--- src/rtl/mbscore_intc_pkg.sv ---
// Shared constants for the mbscore interrupt controller: FSM encoding,
// vector spacing and the default handler base address.
package mbscore_intc_pkg;

    typedef enum logic [1:0] {
        ST_IDLE    = 2'd0,
        ST_ARB     = 2'd1,
        ST_ISSUE   = 2'd2,
        ST_SERVICE = 2'd3
    } state_t;

    localparam int          VEC_SHIFT           = 4;
    localparam logic [31:0] DEFAULT_VECTOR_BASE = 32'h0000_0080;

endpackage

--- src/rtl/mbscore_intc_prio.sv ---
// Priority encoder: index of the lowest set request bit plus an any-set flag.
// Purely combinational.
module mbscore_intc_prio #(
    parameter int NUM_IRQ = 8
) (
    input  logic [NUM_IRQ-1:0] request,
    output logic [3:0]         idx,
    output logic               any
);

    // Scan from the top so the lowest set bit is the last one written.
    always_comb begin
        idx = 4'd0;
        any = 1'b0;
        for (int i = NUM_IRQ - 1; i >= 0; i--) begin
            if (request[i]) begin
                idx = 4'(i);
                any = 1'b1;
            end
        end
    end

endmodule

--- src/rtl/mbscore_intc.sv ---
// Edge-triggered, maskable, non-nesting interrupt controller; set_intr fires
// 2 cycles after an eligible IDLE cycle. Optional MBSCORE_INTC_SYNC_EN adds a 2-flop input synchronizer.
module mbscore_intc
    import mbscore_intc_pkg::*;
#(
    parameter int          NUM_IRQ     = 8,
    parameter logic [31:0] VECTOR_BASE = DEFAULT_VECTOR_BASE
) (
    input  logic               clk,
    input  logic               rst,
    input  logic [NUM_IRQ-1:0] irq_in,
    input  logic               mask_we,
    input  logic [NUM_IRQ-1:0] mask_wdata,
    input  logic               int_en_n,
    input  logic               pc_valid,
    input  logic [31:0]        pc_in,
    input  logic               eret,
    output logic               set_intr,
    output logic [31:0]        epc_out,
    output logic [31:0]        vector_out,
    output logic [3:0]         irq_id,
    output logic [NUM_IRQ-1:0] pending_out
);

    logic [NUM_IRQ-1:0] irq_s;
    logic [NUM_IRQ-1:0] irq_d;
    logic [NUM_IRQ-1:0] rise;
    logic [NUM_IRQ-1:0] pending;
    logic [NUM_IRQ-1:0] mask;
    logic [NUM_IRQ-1:0] request;
    logic [NUM_IRQ-1:0] clr;
    logic [3:0]         prio_idx;
    logic               prio_any;
    logic               arb_load;
    logic [31:0]        vec_calc;
    state_t             state;
    state_t             state_nx;

`ifdef MBSCORE_INTC_SYNC_EN
    logic [NUM_IRQ-1:0] sync_q1;
    logic [NUM_IRQ-1:0] sync_q2;

    always_ff @(posedge clk or posedge rst) begin
        if (rst) begin
            sync_q1 <= '0;
            sync_q2 <= '0;
        end else begin
            sync_q1 <= irq_in;
            sync_q2 <= sync_q1;
        end
    end

    assign irq_s = sync_q2;
`else
    assign irq_s = irq_in;
`endif

    assign rise    = irq_s & ~irq_d;
    assign request = pending & mask;

    mbscore_intc_prio #(
        .NUM_IRQ (NUM_IRQ)
    ) u_prio (
        .request (request),
        .idx     (prio_idx),
        .any     (prio_any)
    );

    assign vec_calc = VECTOR_BASE + (32'(prio_idx) << VEC_SHIFT);

    always_comb begin
        state_nx = state;
        arb_load = 1'b0;
        clr      = '0;
        case (state)
            ST_IDLE: begin
                if ((|request) && !int_en_n && pc_valid)
                    state_nx = ST_ARB;
            end
            ST_ARB: begin
                // A mask write landing in the same cycle can empty request;
                // fall back to IDLE rather than vector to a masked line.
                if (prio_any) begin
                    arb_load = 1'b1;
                    state_nx = ST_ISSUE;
                end else begin
                    state_nx = ST_IDLE;
                end
            end
            ST_ISSUE: begin
                clr      = NUM_IRQ'(1) << irq_id;
                state_nx = ST_SERVICE;
            end
            ST_SERVICE: begin
                if (eret)
                    state_nx = ST_IDLE;
            end
            default: state_nx = ST_IDLE;
        endcase
    end

    always_ff @(posedge clk or posedge rst) begin
        if (rst) begin
            state      <= ST_IDLE;
            irq_d      <= '0;
            pending    <= '0;
            mask       <= '0;
            set_intr   <= 1'b0;
            epc_out    <= '0;
            vector_out <= '0;
            irq_id     <= '0;
        end else begin
            state    <= state_nx;
            irq_d    <= irq_s;
            // OR-ing the edge last lets a fresh request survive the service clear.
            pending  <= (pending & ~clr) | rise;
            set_intr <= arb_load;
            if (mask_we)
                mask <= mask_wdata;
            if (arb_load) begin
                irq_id     <= prio_idx;
                epc_out    <= pc_in;
                vector_out <= vec_calc;
            end
        end
    end

    assign pending_out = pending;

endmodule
--- config.mk ---
export PLATFORM = sky130hd
export DESIGN_NAME = mbscore_intc
export DESIGN_NICKNAME = d
export VERILOG_FILES = /design/src/rtl/mbscore_intc_pkg.sv /design/src/rtl/mbscore_intc_prio.sv /design/src/rtl/mbscore_intc.sv
export SDC_FILE = /design/constraint.sdc
export NUM_CORES = 1
export LEC_CHECK = 0
export CAP_MARGIN = 15
export CORE_ASPECT_RATIO = 0.9
export CORE_UTILIZATION = 35
export DETAILED_ROUTE_END_ITERATION = 10
export PLACE_DENSITY_LB_ADDON = 0.05
export SETUP_SLACK_MARGIN = 0.1
export SLEW_MARGIN = 20
export SYNTH_ARGS = -nofsm -noshare
export SYNTH_HDL_FRONTEND = slang
export SYNTH_SLANG_ARGS = --single-unit
--- constraint.sdc ---
create_clock -name clk -period 2.69 [get_ports clk]
set_input_delay 0.538 -clock clk [delete_from_list [all_inputs] [get_ports clk]]
set_output_delay 0.538 -clock clk [all_outputs]
set_load 0.05 [all_outputs]
==> results by group, run 1 <==
Placement
  – RePlAce Congestion: 0.763
  – Placed inst area: 0.00382 mm²
  – Dpl hpwl: about 4.3 mm
  – Dpl ws: 0.871 ns
  – I/O Buffers: 101

Detailed routing
  – Vias: ~1,800
  – Final wirelength: a little under 6 mm
  – DR pass1 iterations: 4
  – DRC: 0
  – Avg Vias per Cell: around 4.5
  – Post-DRT Antenna Nets: 0
  – DRT iter0 DRCs: between 40 and 50
  – WL/cell: roughly 15 µm

Global route
  – Vias in the first global route: between 1,500 and 2,000
  – Largest net degree at the start of global routing: 37
  – Total grt overflow: 0
  – Initial antenna violation count: 0
  – Gr usage total: between 10% and 20%
  – First-pass GRT wire length: roughly 9.5 mm

Floorplanning
  – Die height: just under 90 µm
  – Die width: between 90 and 100 µm
  – Core Box Area: 0.00766 mm²
  – IO Count: ~130
  – Starting Density: a little under two fifths
  – Row Count: 30
  – Die area: about 0.0084 mm²

STA
  – Endpoints failing hold: 0
  – Worst rel slew slack: 65.2%
  – Setup_tns: 0 ns
  – Final period util: between 80% and 90%
  – RSZ-0062 raised after global routing: false
  – Least-Margin Pin Slew: roughly 0.52 ns
  – Final worst-path setup slack: 0.522 ns
  – Max Slew Vio Count: 0
  – Setup-failing EPs final: 0
  – Worst Skew: about 0.0064 ns
  – Final Critical Period: between 2 and 2.5 ns
  – Max Freq: 0.461 GHz

Clocking
  – Clock-pin slew on the worst setup and hold paths: about 0.07 ns
  – CTS resizes: 0
  – CTS tree: done
  – Skew-Pair Late Insertion Delay: between 0.3 and 0.4 ns
  – Clock sink count: 63
  – Num CTS Buffers: 9
  – Clock Path Buffers: 2
  – H-tree depth: 3
  – Setup repair bufs after CTS: 0
  – CTS root buffer: clkbuf_8
  – CTS Hold Bufs: 0

Critical path
  – Cell Chain, Critical Path: clkdlybuf4s50_1
  – Crit path required time: 2.15 ns
  – Worst EP arrival: ~1.6 ns
  – Buf/Inv on CP: 1
  – Top cell family by delay on the critical path: buffers and inverters
  – Slowest stage delay, CP: 0.85 ns
  – Slowest-stage cell, CP: clkdlybuf4s50_1
  – Reg2reg path depth: 4
  – Crit path kind: reg2out
  – Crit path max fanout: 5
  – Number of cells on the critical path: 1
  – Worst setup EP type: output pin
  – Startpoint types: register

Yosys
  – Seq/Total Area, Yosys: between 50 and 60%
  – Mapped cell area: roughly 0.0028 mm²
  – Number of library cell types mapped by synthesis: 27
  – #FFs+latches synth: 63
  – Ys Warns: 0
  – Synth Instances: 200
  – Mean Syn Cell Area: ~14 µm²

Final layout
  – Commonest cells after routing, fill and taps aside: clkdlybuf4s50_1 (101), dfrtp_1 (63), mux2_4 (32), conb_1 (29), o21ai_0 (16)
  – Commonest non-fill, non-tap cell in the layout: clkdlybuf4s50_1
  – Nets: 360
  – Layout cell share with drive strength beyond 1: roughly a fifth
  – N_diodes: 0
  – # fillers: 660
  – Finished Cell Area: ~0.004 mm²
  – Area grow syn2layout: 43.6%

Power
  – PD cells: ~1400 mW/mm²
  – Total power: 5.56 mW
  – VDD IR-drop max: 0.623 mV
  – P_leak: approximately 1.8 nW

Hold path
  – Hold path cells: 1
  – Worst hold path class: reg2reg

Status
  – Outcome: complete, no violations

Flow run
  – Max-cap violation count: 0
[layer usage]
metal / routed length [µm] / share of wire (%) / track usage, % / up-vias
met5: 0 / 0 / 0 / -
met4: 43 / 0.72 / 4.48 / 0
met3: 394 / 6.6 / 6.66 / 4
met2: 2640 / 45 / 21.7 / 84
met1: 2860 / 48 / 19.9 / 894
li1: - / - / - / 840
[stage by stage]
stage / hold slack [ns] / instances / utilization (%)
4_1_cts: 0.426 / 407 / 52.9
3_5_place_dp: 0.416 / 391 / 49.9
6_report: 0.417 / 407 / 52.9
2_1_floorplan: 0.400 / 228 / -
5_1_grt: 0.451 / 407 / 52.9
3_3_place_gp: 0.402 / 391 / 49.9
[path summary, 6_finish.rpt]
path                                     start        endpoint  slack, ns
worst max-delay path            pending_out[0]  pending_out[0]       0.52
worst min-delay path                  irq_d[5]  pending_out[5]       0.42
worst max register to register        register     epc_out[21]       1.00
worst min register to register        irq_d[5]  pending_out[5]       0.42
max in group asynchronous                  rst         mask[6]       1.64
min in group asynchronous                  rst     epc_out[30]       0.48
[cells by family after synthesis]
kind of cell	Yosys count	share of synthesized area (%)
multiplexers	40	20.2
buffers and inverters	47	11.4
AO/OA/AOI/OAI	32	9.32
other	1	0.133
flip-flops	63	55.9
AND/OR/NAND/NOR	17	2.97
[final cells by class]
cell class	count	area [µm²]	area share [%]
clock buffers	11	151	3.74
clock inverters	5	80.1	1.98
inverters	10	37.5	0.927
multi-input cells	118	1030	25.3
flip-flops and latches	63	1580	38.9
well taps	96	120	2.97
repair buffers	104	1060	26.1
[registers in the layout (all words and copies together), names as in the netlist, named ones only]
signal	cells
epc_out	32
set_intr	1
state	1
vector_out	2
irq_d	8
irq_id	2
pending_out	8
mask	8
[synth_stat cells]
master / number / area (µm²)
dfrtp_1: 63 / 1580
buf_4: 33 / 248
mux2_4: 32 / 480
o21ai_0: 16 / 80.1
inv_1: 10 / 37.5
mux2_2: 8 / 90.1
nand2_1: 6 / 22.5
nor2_1: 4 / 15.0
a32o_1: 3 / 30.0
buf_6: 3 / 33.8
a21oi_1: 2 / 10.0
a22oi_2: 2 / 25.0
a22oi_4: 2 / 42.5
nand2b_1: 2 / 12.5
o31ai_1: 2 / 15.0
a21o_1: 1 / 7.51
a22o_1: 1 / 8.76
a22oi_1: 1 / 7.51
a32oi_1: 1 / 8.76
a41oi_4: 1 / 27.5
clkbuf_1: 1 / 3.75
conb_1: 1 / 3.75
nand3_1: 1 / 5.00
nand3b_1: 1 / 7.51
nand4_1: 1 / 6.26
or2_1: 1 / 6.26
or3b_2: 1 / 8.76
[power by group]
group / switching, mW / total [mW] / internal (mW)
logic: 1.80 / 3.05 / 1.24
registers: 0.271 / 1.57 / 1.30
clock network: 0.369 / 0.939 / 0.570
No activity file was read; power rests on OpenSTA's default activity.
==> run 2: changes to the inputs <==
clock period = 1.9 ns   (was 2.69 ns; I/O delays follow)
==> results by group, run 2 (same netlist as run 1, synthesis figures left out) <==
Status
  – Outcome: complete, no violations

Power
  – Total power: 7.39 mW (+33%)
  – VDD IR-drop max: 1.11 mV (+78%)
  – PD cells: 1870 mW/mm² (+36%)
  – P_leak: 1.80 nW (+2.2%)

Global route
  – Largest net degree at the start of global routing: 43 (+16%)
  – Gr usage total: 14.7% (-0.18 points)
  – Vias in the first global route: 1,742 (-3.8%)
  – Initial antenna violation count: 0 (unchanged)
  – GRT met2 Usage: 22.3% (+0.64 points)
  – Routing usage on met3: 5.86% (-0.80 points)
  – Total grt overflow: 0 (unchanged)
  – GRT Max-Usage Layer: met2
  – Grt met1 use: 19.1% (-0.82 points)
  – First-pass GRT wire length: 9.34 mm (-1.2%)

Floorplanning
  – Die area: 0.00842 mm² (unchanged)
  – Starting Density: 36.8% (unchanged)
  – Core Box Area: 0.00766 mm² (unchanged)
  – Die height: 87.2 µm (unchanged)
  – IO Count: 131 (unchanged)
  – Row Count: 30 (unchanged)
  – Die width: 96.6 µm (unchanged)

Detailed routing
  – DR pass1 iterations: 5 (+1)
  – Final wirelength: 5.89 mm (-0.79%)
  – Post-DRT Antenna Nets: 0 (unchanged)
  – DRC: 0 (unchanged)
  – DRT iter0 DRCs: 53 (+13%)
  – WL/cell: 14.3 µm (-1.8%)
  – Vias: 1,847 (+1.4%)
  – Avg Vias per Cell: 4.49 (+0.39%)

STA
  – Final Critical Period: 1.66 ns
  – Worst rel slew slack: 66.3% (+1.1 points)
  – Final worst-path setup slack: 0.243 ns (-0.279 ns)
  – RSZ-0062 raised after global routing: false
  – Final period util: between 80% and 90%
  – Worst Skew: 0.0104 ns (+0.00400 ns)
  – Max Freq: about 0.6 GHz
  – Setup_tns: 0 ns (unchanged)
  – Max Slew Vio Count: 0 (unchanged)
  – Endpoints failing hold: 0 (unchanged)
  – Hold_ws: 0.420 ns (+0.00250 ns)
  – Setup-failing EPs final: 0 (unchanged)
  – Least-Margin Pin Slew: 0.508 ns (-0.0125 ns)

Clocking
  – Num CTS Buffers: 9 (unchanged)
  – H-tree depth: 3 (unchanged)
  – CTS tree: done
  – Clock Path Buffers: 2 (unchanged)
  – CTS Hold Bufs: 0 (unchanged)
  – CTS root buffer: clkbuf_8
  – Skew-Pair Late Insertion Delay: 0.33 ns (about the same)
  – Clock-pin slew on the worst setup and hold paths: 0.08 ns (about the same)
  – Clock sink count: 63 (unchanged)

Final layout
  – Layout cell share with drive strength beyond 1: 28.6% (+7.3 points)
  – Register area: 0.00158 mm² (unchanged)
  – Largest register by flop count: epc_out
  – Max reg flops: 32 (unchanged)
  – Commonest cells after routing, fill and taps aside: dfrtp_1 (63), clkdlybuf4s50_1 (53), mux2_4 (32), conb_1 (29), dlygate4sd2_1 (28)
  – Finished Cell Area: 0.00395 mm² (-2.5%)
  – Commonest non-fill, non-tap cell in the layout: dfrtp_1
  – Multi-input logic area: 0.00103 mm² (unchanged)
  – N_diodes: 0 (unchanged)
  – Nets: 364 (+1.1%)
  – # fillers: 710 (+7.6%)
  – Non-Filler Instances: 411 (+0.98%)
  – Fin util: 51.6% (-1.3 points)
  – Area grow syn2layout: 40.1%

Critical path
  – Worst setup EP type: register
  – Worst EP arrival: 1.87 ns (+0.24 ns)
  – Cell Chain, Critical Path: nand2b_1 -> a41oi_4 -> buf_12 -> mux2_4
  – Slowest stage delay, CP: 0.41 ns (-0.44 ns)
  – Crit path required time: 2.12 ns (-0.03 ns)
  – Slowest-stage cell, CP: dfrtp_1
  – Crit path kind: reg2reg
  – Crit path max fanout: 30 (+25)
  – Top cell family by delay on the critical path: flip-flops
  – Startpoint types: register
  – Buf/Inv on CP: 1 (unchanged)

Placement
  – Dpl ws: 0.244 ns (-0.627 ns)
  – Placed Cells incl. Taps: 395 (+1.0%)
  – Placed inst area: 0.00380 mm² (-0.43%)
  – I/O Buffers: 101 (unchanged)
  – Dpl hpwl: 4.28 mm (+0.13%)
  – RePlAce Congestion: 0.717 (-6.0%)

Flow run
  – Max-cap violation count: 0 (unchanged)

Hold path
  – Worst hold path class: reg2reg
-- run 2: cell types whose count changed in the layout (fill, tap and decap cells not counted), sizes merged --
cell           previous run  this run
clkinv                    1         2
clkinvlp                  2         4
dlygate4sd2               0        28
buf                       3        27
bufinv                    2         0
clkbuf                   11        10
clkdlybuf4s50           101        53
-- run 2: worst paths after layout --
check / from / end / slack [ns] / cells after the start
worst max-delay path: register / epc_out[6] / 0.24 / 4
worst min-delay path: irq_d[0] / pending_out[0] / 0.42 / 1
worst max register to register: register / epc_out[6] / 0.24 / 4
worst min register to register: irq_d[0] / pending_out[0] / 0.42 / 1
max in group asynchronous: rst / epc_out[3] / 1.19 / 3
min in group asynchronous: rst / irq_d[5] / 0.45 / 3
-- run 2: final cells by class --
type	count	area share, %
Multi-Input combinational cell	118	26.0
Tap cell	96	3.04
Clock buffer	10	3.48
Inverter	10	1.05
Clock inverter	6	1.14
Timing Repair Buffer	108	25.4
Sequential cell	63	39.9
-- run 2: timing repair --
item / 4_1_cts / 5_1_grt
setup buffers: 0 / 0
setup endpoints to repair: 28 / 0
gates resized for setup: 28 / 0
-- run 2: layer usage --
metal  share of wire [%]  vias to the layer above
met5                   0                        -
met4                0.80                        0
met3                 7.3                        4
met2                  47                       92
met1                  45                      903
li1                    -                      848
-- run 2: report_power, final --
group / internal [mW] / leakage (nW) / switching (mW)
clock network: 0.512 / 0.0849 / 0.547
logic: 1.53 / 1.00 / 2.57
registers: 1.84 / 0.719 / 0.381
-- run 2: worst register-to-register path: cells and delay by family (launching register included) --
| family | cells | cell delay [ns] |
|---|---|---|
| and+or+nand+nor | 1 | 0.20 |
| muxes | 1 | 0.35 |
| DFF | 1 | 0.41 |
| buffers and inverters | 1 | 0.28 |
| AOI/OAI and AO/OA | 1 | 0.31 |
